## src/rtl/i2c_slave_responder.sv

```systemverilog
// I2C target with an auto-incrementing 2**MEM_AW byte register file (EEPROM-style access).
// scl/sda are synchronized and glitch-filtered; sda is driven open-drain via o_sda_oe.
module i2c_slave_responder #(
  parameter logic [6:0] SLAVE_ADDR = 7'h50,
  parameter int         MEM_AW     = 4,
  parameter int         FILT_LEN   = 3
) (
  input  logic              i_sysclk,
  input  logic              i_reset,
  input  logic              i_scl,
  input  logic              i_sda,
  output logic              o_sda_oe,
  output logic              o_busy,
  output logic              o_wr_pulse,
  output logic [MEM_AW-1:0] o_wr_addr,
  output logic [7:0]        o_wr_data,
  output logic              o_stop_pulse
);

  localparam int DEPTH = 1 << MEM_AW;
  localparam int CW = $clog2(FILT_LEN + 1);
  localparam logic [CW-1:0] FILT_MAX = CW'(FILT_LEN - 1);
  localparam logic [MEM_AW-1:0] PTR_ONE = MEM_AW'(1'b1);

  typedef enum logic [2:0] {
    S_IDLE, S_ADDR, S_AACK, S_WPTR, S_WDATA, S_RBYTE, S_RACK, S_WSTOP
  } state_t;

  // Byte-boundary phases, each resolved on the next filtered scl falling edge.
  typedef enum logic [2:0] {
    PH_NONE, PH_ACK_PEND, PH_ACK_DRV, PH_REL, PH_LOAD
  } phase_t;

  function automatic logic [CW:0] filt_step(input logic s, input logic f,
                                            input logic [CW-1:0] cnt);
    logic [CW:0] r;
    if (s == f) r = {f, {CW{1'b0}}};
    else if (cnt == FILT_MAX) r = {s, {CW{1'b0}}};
    else r = {f, cnt + CW'(1'b1)};
    return r;
  endfunction

  logic scl_s1_q, scl_s2_q, sda_s1_q, sda_s2_q;
  logic scl_f_q, sda_f_q, scl_p_q, sda_p_q;
  logic [CW-1:0] scl_cnt_q, sda_cnt_q;
  logic [CW:0] scl_filt_d, sda_filt_d;

  state_t state_q, state_d;
  phase_t ph_q, ph_d;
  logic [2:0] bit_cnt_q, bit_cnt_d;
  logic [6:0] shift_q, shift_d;
  logic [MEM_AW-1:0] ptr_q, ptr_d, wr_addr_q, wr_addr_d;
  logic [7:0] wr_data_q, wr_data_d;
  logic rw_q, rw_d, oe_q, oe_d, busy_q, busy_d;
  logic wr_pulse_q, wr_pulse_d, stop_pulse_q, stop_pulse_d;
  logic [7:0] mem_q [DEPTH];
  logic [7:0] mem_d [DEPTH];

  logic scl_rise, scl_fall, sda_rise, sda_fall, start_ev, stop_ev, byte_done;
  logic [7:0] byte_in;

  always_comb begin
    scl_filt_d = filt_step(scl_s2_q, scl_f_q, scl_cnt_q);
    sda_filt_d = filt_step(sda_s2_q, sda_f_q, sda_cnt_q);
    scl_rise   = scl_f_q & ~scl_p_q;
    scl_fall   = ~scl_f_q & scl_p_q;
    sda_rise   = sda_f_q & ~sda_p_q;
    sda_fall   = ~sda_f_q & sda_p_q;
    start_ev   = sda_fall & scl_f_q & scl_p_q;
    stop_ev    = sda_rise & scl_f_q & scl_p_q;
    byte_done  = scl_rise & (bit_cnt_q == 3'd7);
    byte_in    = {shift_q, sda_f_q};
  end

  always_comb begin
    state_d      = state_q;
    ph_d         = ph_q;
    bit_cnt_d    = bit_cnt_q;
    shift_d      = shift_q;
    ptr_d        = ptr_q;
    rw_d         = rw_q;
    oe_d         = oe_q;
    busy_d       = busy_q;
    wr_pulse_d   = 1'b0;
    wr_addr_d    = wr_addr_q;
    wr_data_d    = wr_data_q;
    stop_pulse_d = 1'b0;
    mem_d        = mem_q;
    if (stop_ev) begin
      state_d      = S_IDLE;
      ph_d         = PH_NONE;
      bit_cnt_d    = 3'd0;
      oe_d         = 1'b0;
      busy_d       = 1'b0;
      stop_pulse_d = 1'b1;
    end else if (start_ev) begin
      // Repeated START keeps the pointer so a pointer write can be followed by a read.
      state_d   = S_ADDR;
      ph_d      = PH_NONE;
      bit_cnt_d = 3'd0;
      oe_d      = 1'b0;
    end else if (ph_q != PH_NONE) begin
      if (scl_fall) begin
        case (ph_q)
          PH_ACK_PEND: begin
            oe_d = 1'b1;
            ph_d = PH_ACK_DRV;
          end
          PH_ACK_DRV: begin
            oe_d      = 1'b0;
            ph_d      = PH_NONE;
            bit_cnt_d = 3'd0;
            if (state_q == S_AACK) begin
              if (rw_q) begin
                state_d = S_RBYTE;
                shift_d = mem_q[ptr_q][6:0];
                oe_d    = ~mem_q[ptr_q][7];
              end else begin
                state_d = S_WPTR;
              end
            end else begin
              state_d = state_q;
            end
          end
          PH_REL: begin
            oe_d    = 1'b0;
            ph_d    = PH_NONE;
            state_d = S_RACK;
          end
          PH_LOAD: begin
            ph_d      = PH_NONE;
            bit_cnt_d = 3'd0;
            state_d   = S_RBYTE;
            shift_d   = mem_q[ptr_q][6:0];
            oe_d      = ~mem_q[ptr_q][7];
          end
          default: begin
            oe_d    = 1'b0;
            ph_d    = PH_NONE;
            state_d = S_IDLE;
          end
        endcase
      end else begin
        ph_d = ph_q;
      end
    end else begin
      case (state_q)
        S_ADDR, S_WPTR, S_WDATA: begin
          if (scl_rise) begin
            shift_d   = byte_in[6:0];
            bit_cnt_d = bit_cnt_q + 3'd1;
          end else begin
            shift_d = shift_q;
          end
          if (byte_done) begin
            if (state_q == S_ADDR) begin
              if (byte_in[7:1] == SLAVE_ADDR) begin
                state_d = S_AACK;
                rw_d    = byte_in[0];
                busy_d  = 1'b1;
                ph_d    = PH_ACK_PEND;
              end else begin
                state_d = S_IDLE;
                busy_d  = 1'b0;
              end
            end else if (state_q == S_WPTR) begin
              ptr_d   = byte_in[MEM_AW-1:0];
              state_d = S_WDATA;
              ph_d    = PH_ACK_PEND;
            end else begin
              mem_d[ptr_q] = byte_in;
              wr_pulse_d   = 1'b1;
              wr_addr_d    = ptr_q;
              wr_data_d    = byte_in;
              ptr_d        = ptr_q + PTR_ONE;
              ph_d         = PH_ACK_PEND;
            end
          end else begin
            state_d = state_q;
          end
        end
        S_RBYTE: begin
          if (scl_rise) begin
            bit_cnt_d = bit_cnt_q + 3'd1;
            ph_d      = (bit_cnt_q == 3'd7) ? PH_REL : PH_NONE;
          end else if (scl_fall) begin
            shift_d = {shift_q[5:0], 1'b0};
            oe_d    = ~shift_q[6];
          end else begin
            shift_d = shift_q;
          end
        end
        S_RACK: begin
          if (scl_rise) begin
            ptr_d = ptr_q + PTR_ONE;
            if (!sda_f_q) ph_d = PH_LOAD;
            else state_d = S_WSTOP;
          end else begin
            ptr_d = ptr_q;
          end
        end
        default: state_d = state_q;
      endcase
    end
  end

  always_ff @(posedge i_sysclk) begin
    if (i_reset) begin
      scl_s1_q     <= 1'b1;
      scl_s2_q     <= 1'b1;
      sda_s1_q     <= 1'b1;
      sda_s2_q     <= 1'b1;
      scl_f_q      <= 1'b1;
      sda_f_q      <= 1'b1;
      scl_p_q      <= 1'b1;
      sda_p_q      <= 1'b1;
      scl_cnt_q    <= {CW{1'b0}};
      sda_cnt_q    <= {CW{1'b0}};
      state_q      <= S_IDLE;
      ph_q         <= PH_NONE;
      bit_cnt_q    <= 3'd0;
      shift_q      <= 7'd0;
      ptr_q        <= {MEM_AW{1'b0}};
      rw_q         <= 1'b0;
      oe_q         <= 1'b0;
      busy_q       <= 1'b0;
      wr_pulse_q   <= 1'b0;
      wr_addr_q    <= {MEM_AW{1'b0}};
      wr_data_q    <= 8'h00;
      stop_pulse_q <= 1'b0;
      for (int i = 0; i < DEPTH; i++) mem_q[i] <= 8'h00;
    end else begin
      scl_s1_q     <= i_scl;
      scl_s2_q     <= scl_s1_q;
      sda_s1_q     <= i_sda;
      sda_s2_q     <= sda_s1_q;
      scl_f_q      <= scl_filt_d[CW];
      sda_f_q      <= sda_filt_d[CW];
      scl_cnt_q    <= scl_filt_d[CW-1:0];
      sda_cnt_q    <= sda_filt_d[CW-1:0];
      scl_p_q      <= scl_f_q;
      sda_p_q      <= sda_f_q;
      state_q      <= state_d;
      ph_q         <= ph_d;
      bit_cnt_q    <= bit_cnt_d;
      shift_q      <= shift_d;
      ptr_q        <= ptr_d;
      rw_q         <= rw_d;
      oe_q         <= oe_d;
      busy_q       <= busy_d;
      wr_pulse_q   <= wr_pulse_d;
      wr_addr_q    <= wr_addr_d;
      wr_data_q    <= wr_data_d;
      stop_pulse_q <= stop_pulse_d;
      for (int i = 0; i < DEPTH; i++) mem_q[i] <= mem_d[i];
    end
  end

  assign o_sda_oe     = oe_q;
  assign o_busy       = busy_q;
  assign o_wr_pulse   = wr_pulse_q;
  assign o_wr_addr    = wr_addr_q;
  assign o_wr_data    = wr_data_q;
  assign o_stop_pulse = stop_pulse_q;

endmodule

```

## config.mk

```make
export PLATFORM = sky130hd
export DESIGN_NAME = i2c_slave_responder
export DESIGN_NICKNAME = d
export VERILOG_FILES = /design/src/rtl/i2c_slave_responder.sv
export SDC_FILE = /design/constraint.sdc
export NUM_CORES = 1
export LEC_CHECK = 0
export BUFFER_PORTS_ARGS = -buffer_cell sky130_fd_sc_hd__clkbuf_2
export CORE_MARGIN = 4
export CORE_UTILIZATION = 35
export CTS_CLUSTER_SIZE = 8
export DETAILED_ROUTE_END_ITERATION = 6
export SYNTH_ARGS = -nofsm -noshare
export SYNTH_HDL_FRONTEND = slang
export SYNTH_SLANG_ARGS = --single-unit
```

## constraint.sdc

```tcl
create_clock -name i_sysclk -period 5.6 [get_ports i_sysclk]
set_input_delay 0.56 -clock i_sysclk [delete_from_list [all_inputs] [get_ports i_sysclk]]
set_output_delay 0.56 -clock i_sysclk [all_outputs]
set_load 0.01 [all_outputs]
```

==> Word-level counts from Yosys, hierarchy flattened <==
Cells that the tools add are included.
Widths: inputs -> output; s select.
{ "word_totals": {"ff_bits": 177, "out_inout_bits": 16, "input_bits": 4, "elab_cells": 203} }
{ "classes": {"eq_ne": 43, "bitwise_logic": 25, "magnitude_cmp": 2, "n_mux": 60, "n_addsub": 4, "reduce_logical": 30} }
{ "ops": {"columns": ["operator", "count"], "rows": [
  ["$bwmux 128", 1],
  ["$mux 3", 22],
  ["$mux 7", 7],
  ["$ne 3x3->1 const B", 11],
  ["$bmux 8 s4", 1],
  ["$demux 8 s4", 1],
  ["$pmux 7 s2", 2],
  ["$reduce_and 7->1", 4],
  ["$mux 8", 3],
  ["$ne 4x4->1 const B", 6],
  ["$mux 4", 4],
  ["$reduce_and 8->1", 2],
  ["$eq 3x3->1 const B", 5],
  ["$not 1->1", 15],
  ["$ne 2x2->1 const B", 7],
  ["$eq 3x2->1 const B", 4],
  ["$pmux 3 s4", 1],
  ["$reduce_or 3->1", 4],
  ["$mux 1", 11],
  ["$reduce_and 10->1", 1],
  ["$and 1x1->1", 9],
  ["$pmux 3 s3", 1],
  ["$reduce_bool 3->1", 3],
  ["$pmux 4 s2", 1],
  ["25 further kinds", 38]
]} }

==> Longest topological paths before layout <==
{ "logic_depth": {"ltp_word": 10, "depth_mapped": 9, "mapped_depth_nobuf": 7} }

==> Worst setup path before layout <==
Ideal clock, no wire load.
{ "synth_timing": {"kind": "register to register", "from": "reg ptr_q[1]", "to": "reg mem_q[23] (netlist bit)", "n_path_buf": 3, "period_less_slack_ns": 1.937, "stages_incl_launch_ff": 9, "setup_time_ns": 0.128, "t_arrival_ns": 1.809, "required_time_ns": 5.472, "setup_slack_ns": 3.663, "cell_sequence": "dfxtp_1 > buf_2 > buf_2 > buf_2 > inv_1 > ha_1 > nand4_2 > mux2i_1 > nor2_1"} }
{ "synth_between": {"elab_chain_len": 6, "elab_cells_between_ends": 7, "cone_classes": "2 x order compare; 3 x mux; 1 x bitwise; 1 x reduce/logical"} }
{ "synth_lines": {"columns": ["element", "line_no", "rtl"], "rows": [
  ["start: declaration", "52", "logic [MEM_AW-1:0] ptr_q, ptr_d, wr_addr_q, wr_addr_d;"],
  ["start signal: assignment", "223", "ptr_q <= {MEM_AW{1'b0}};"],
  ["start signal: assignment", "247", "ptr_q <= ptr_d;"],
  ["$not 4->5 (not written as such) (*)", "171", "mem_d[ptr_q] = byte_in;"],
  ["$ge 5x5->1 (not written as such) or $lt 5x1->1 (tied branches)", "171", null],
  ["$logic_and 1x1->1 (not written as such)", "171", null],
  ["$mux 8 (not written as such)", "171", null],
  ["$demux 8 s4 (*)", "171", null],
  ["$bwmux 128 (*)", "171", null],
  ["end: declaration", "56", "logic [7:0] mem_q [DEPTH];"]
]} }
Every way passes the cells marked *; elsewhere a longest branch is shown, timed or not.
A chain may end at the register's enable or synchronous reset.

==> Worst setup path after layout <==
{ "layout_timing": {"from": "reg ph_q[0]", "to": "reg mem_q[29] (netlist bit)"} }
{ "layout_between": {"elab_chain_len": 3} }
{ "layout_lines": {"columns": ["element", "line_no", "rtl"], "rows": [
  ["start: declaration", "49", "phase_t ph_q, ph_d;"],
  ["start signal: assignment", "244", "ph_q <= ph_d;"],
  ["$reduce_bool 3->1", "102", "end else if (ph_q != PH_NONE) begin"],
  ["$not 1->1 (no line)", null, null],
  ["$reduce_and 7->1 (no line)", null, null]
]} }
Every way passes these cells.

==> metrics <==
DRT iter0 DRCs=between 500 and 600; vias per cell=5.12; first-pass GRT wire length=31.8 mm; post-synth cell types=63; worst slew pin tran=1140 ps; Seq/Total Area, Yosys=42.6%; final instance area=about 9000 µm²; switch share=20.6%; worst path arrival time=3280 ps; max_cap viols=0; commonest non-fill, non-tap cell in the layout=dfxtp_1; CTS H-Tree Depth=4; routed wire length=about 20 mm; Max Freq=335 MHz; Pint=slightly above 2 mW; register share of total power=about half; Post-Syn Area=8310 µm²; CTS Buf Count=17; Hold Path Class=in -> reg; Hold Fails Final Rpt=0; Reg clk slew, reported paths=70 ps; clk_lat worst skew=440 ps; gr ovfl total=0; endpoints failing setup=0; top-area cell type share of the netlist area=about 43%; IO Pins=20; P_sw=527 µW; post-placement cell area=8550 µm²; startpoint types=flip-flop; Die Width=162 µm; CP endpoint kind=flip-flop; final critical-path setup slack=2610 ps; synthesis-stage register bit count=177; Period minus WS final=2990 ps; VDD IR-drop max=~0.00021 V; vias=5853; Worst Path Max Fanout=23; initial antenna violation count=0; nets=825; largest cells by area after synthesis=dfxtp_1, mux2i_1, nor2_1; crit share post-route=a little over half; Synth warnings=0; Max Slew Vio Count=0; clock sinks=177; Layout area overhead=10.6%; worst rel slew slack=approximately a quarter; floorplan core area=23400 µm²; commonest register cell after synthesis=dfxtp_1; area leader, netlist=dfxtp_1; most frequent cells in the layout=dfxtp_1, nor2_1, mux2i_1; RD Place Congestion=approximately 0.84; outcome=complete, no violations; Crit Path Class=reg -> reg; post-place setup slack=around 2600 ps; cts hold-fix bufs=0; DP Wirelength=12.3 mm; RSZ-0062 raised after global routing=no; combinational share of power=1.1%; wire per inst=about 17 µm; DR pass1 iterations=5; Remaining DRCs=0; share of cells above drive strength 1=approximately 16%; Mapped Nets=851; Setup TNS=0 ps; die height=162 µm; input/output buffers=19; clock group share of total power=49.7%; Leak Pwr=4.19 nW; Longest Clk Path Bufs=2; area of the die=between 20000 and 30000 µm²; largest net degree at the start of global routing=100; Initial Util=between 30% and 40%; clk_skew=16.0 ps; PwrDens=279 nW/µm²; antenna cells=0; number of global-route vias before repair=5563; CTS root buffer=clkbuf_16; Avg Cell Area, Syn=approximately 9.9 µm²; Post-Synthesis Cells=839; post-route ant nets=0; post-CTS sizing=0; Post-synth ARST share=0%; gr usage total=15.4%; final core utilization=39.3%; number of flops mapped to enable cells by yosys=0; CTS tree=done; cell row count=56; Setup Buffers After CTS=0; WP data required=5890 ps; Pwr Total=2.56 mW
==> cell usage after synthesis (all sizes together), types with 3 or more instances <==
cell type and instances:
buf 25, o21bai 7, clkbuf 47, ha 8, nand2 18, nand4 4
nor3 6, o21a 3, inv 6, mux2i 148, nor4 9, a211o 3
and3b 9, mux2 26, nand3 17, or2 6, nor3b 5, or3 4
nor2 174, o21ai 5, nor2b 20, dfxtp 177, a21oi 33, nand2b 9
mux4 18, a221oi 7, a211oi 3, a31oi 10
==> cell families after synthesis <==
kind of cell	share of synthesized area (%)
xor gates and xnor gates	0.316
DFF	42.6
AOI/OAI and AO/OA	7.26
and+or+nand+nor	18.2
muxes	26.2
adders and majority gates	1.20
buffers and inverters	4.17
==> area by class of cell <==
cell class / instances / area [µm²]
inverter: 6 / 22.5
clock buffer: 19 / 453
sequential: 177 / 3550
fill: 2319 / 14200
multi-input combinational: 584 / 4430
timing repair buffer: 27 / 158
tap: 319 / 399
clock inverter: 12 / 181
==> metal layers <==
layer | track usage, % | up-vias | share of wire (%) | wire length [µm]
li1 | - | 2894 | - | -
met1 | 21.8 | 2835 | 49 | 9770
met2 | 23.6 | 104 | 46 | 9040
met3 | 2.74 | 20 | 3.4 | 684
met4 | 5.50 | 0 | 1.6 | 327
met5 | 0 | - | 0 | 0
==> flip-flops by register name, indices dropped and copies added, names as in the netlist, 3 cells and up <==
register,flops
bit_cnt_q,3
state_q,3
o_wr_addr,4
mem_q,128
o_wr_data,8
shift_q,7
ptr_q,4
ph_q,3
==> final timing paths <==
| check | startpoint | endpoint | slack [ps] | depth (start not counted) |
|---|---|---|---|---|
| max | ph_q[0] | mem_q[29] | 2610 | 6 |
| min | i_sda | sda_s1_q | 300 | 2 |
| max reg2reg | ph_q[0] | mem_q[29] | 2610 | 6 |
| min reg2reg | sda_cnt_q[0] | sda_cnt_q[0] | 410 | 1 |
==> stage by stage <==
step / hold WS [ps] / cells
after global placement: 392 / 1113
final: 304 / 1144
after floorplan: 389 / 839
after detailed placement: 397 / 1113
after global routing: 291 / 1144
after CTS: 282 / 1144
==> worst max-delay path, cell delays in order, from the launching register on <==
cell	delay, ps
dfxtp_1	440
or3_4	530
nor4_4	530
buf_4	550
nand4_2	430
mux2i_1	290
nor2_1	60
==> power groups by stage <==
| stage | Combinational [mW] | Sequential, mW | Clock (mW) |
|---|---|---|---|
| finish | 0.0279 | 1.26 | 1.27 |
| detailed placement | 0.0284 | 1.29 | 0 |
| global route | 0.0305 | 1.26 | 1.35 |
| global placement | 0.0282 | 1.29 | 0 |
| floorplan | 0.0222 | 1.29 | 0 |
| CTS | 0.0284 | 1.26 | 1.30 |
(Power assumes the default switching activity.)
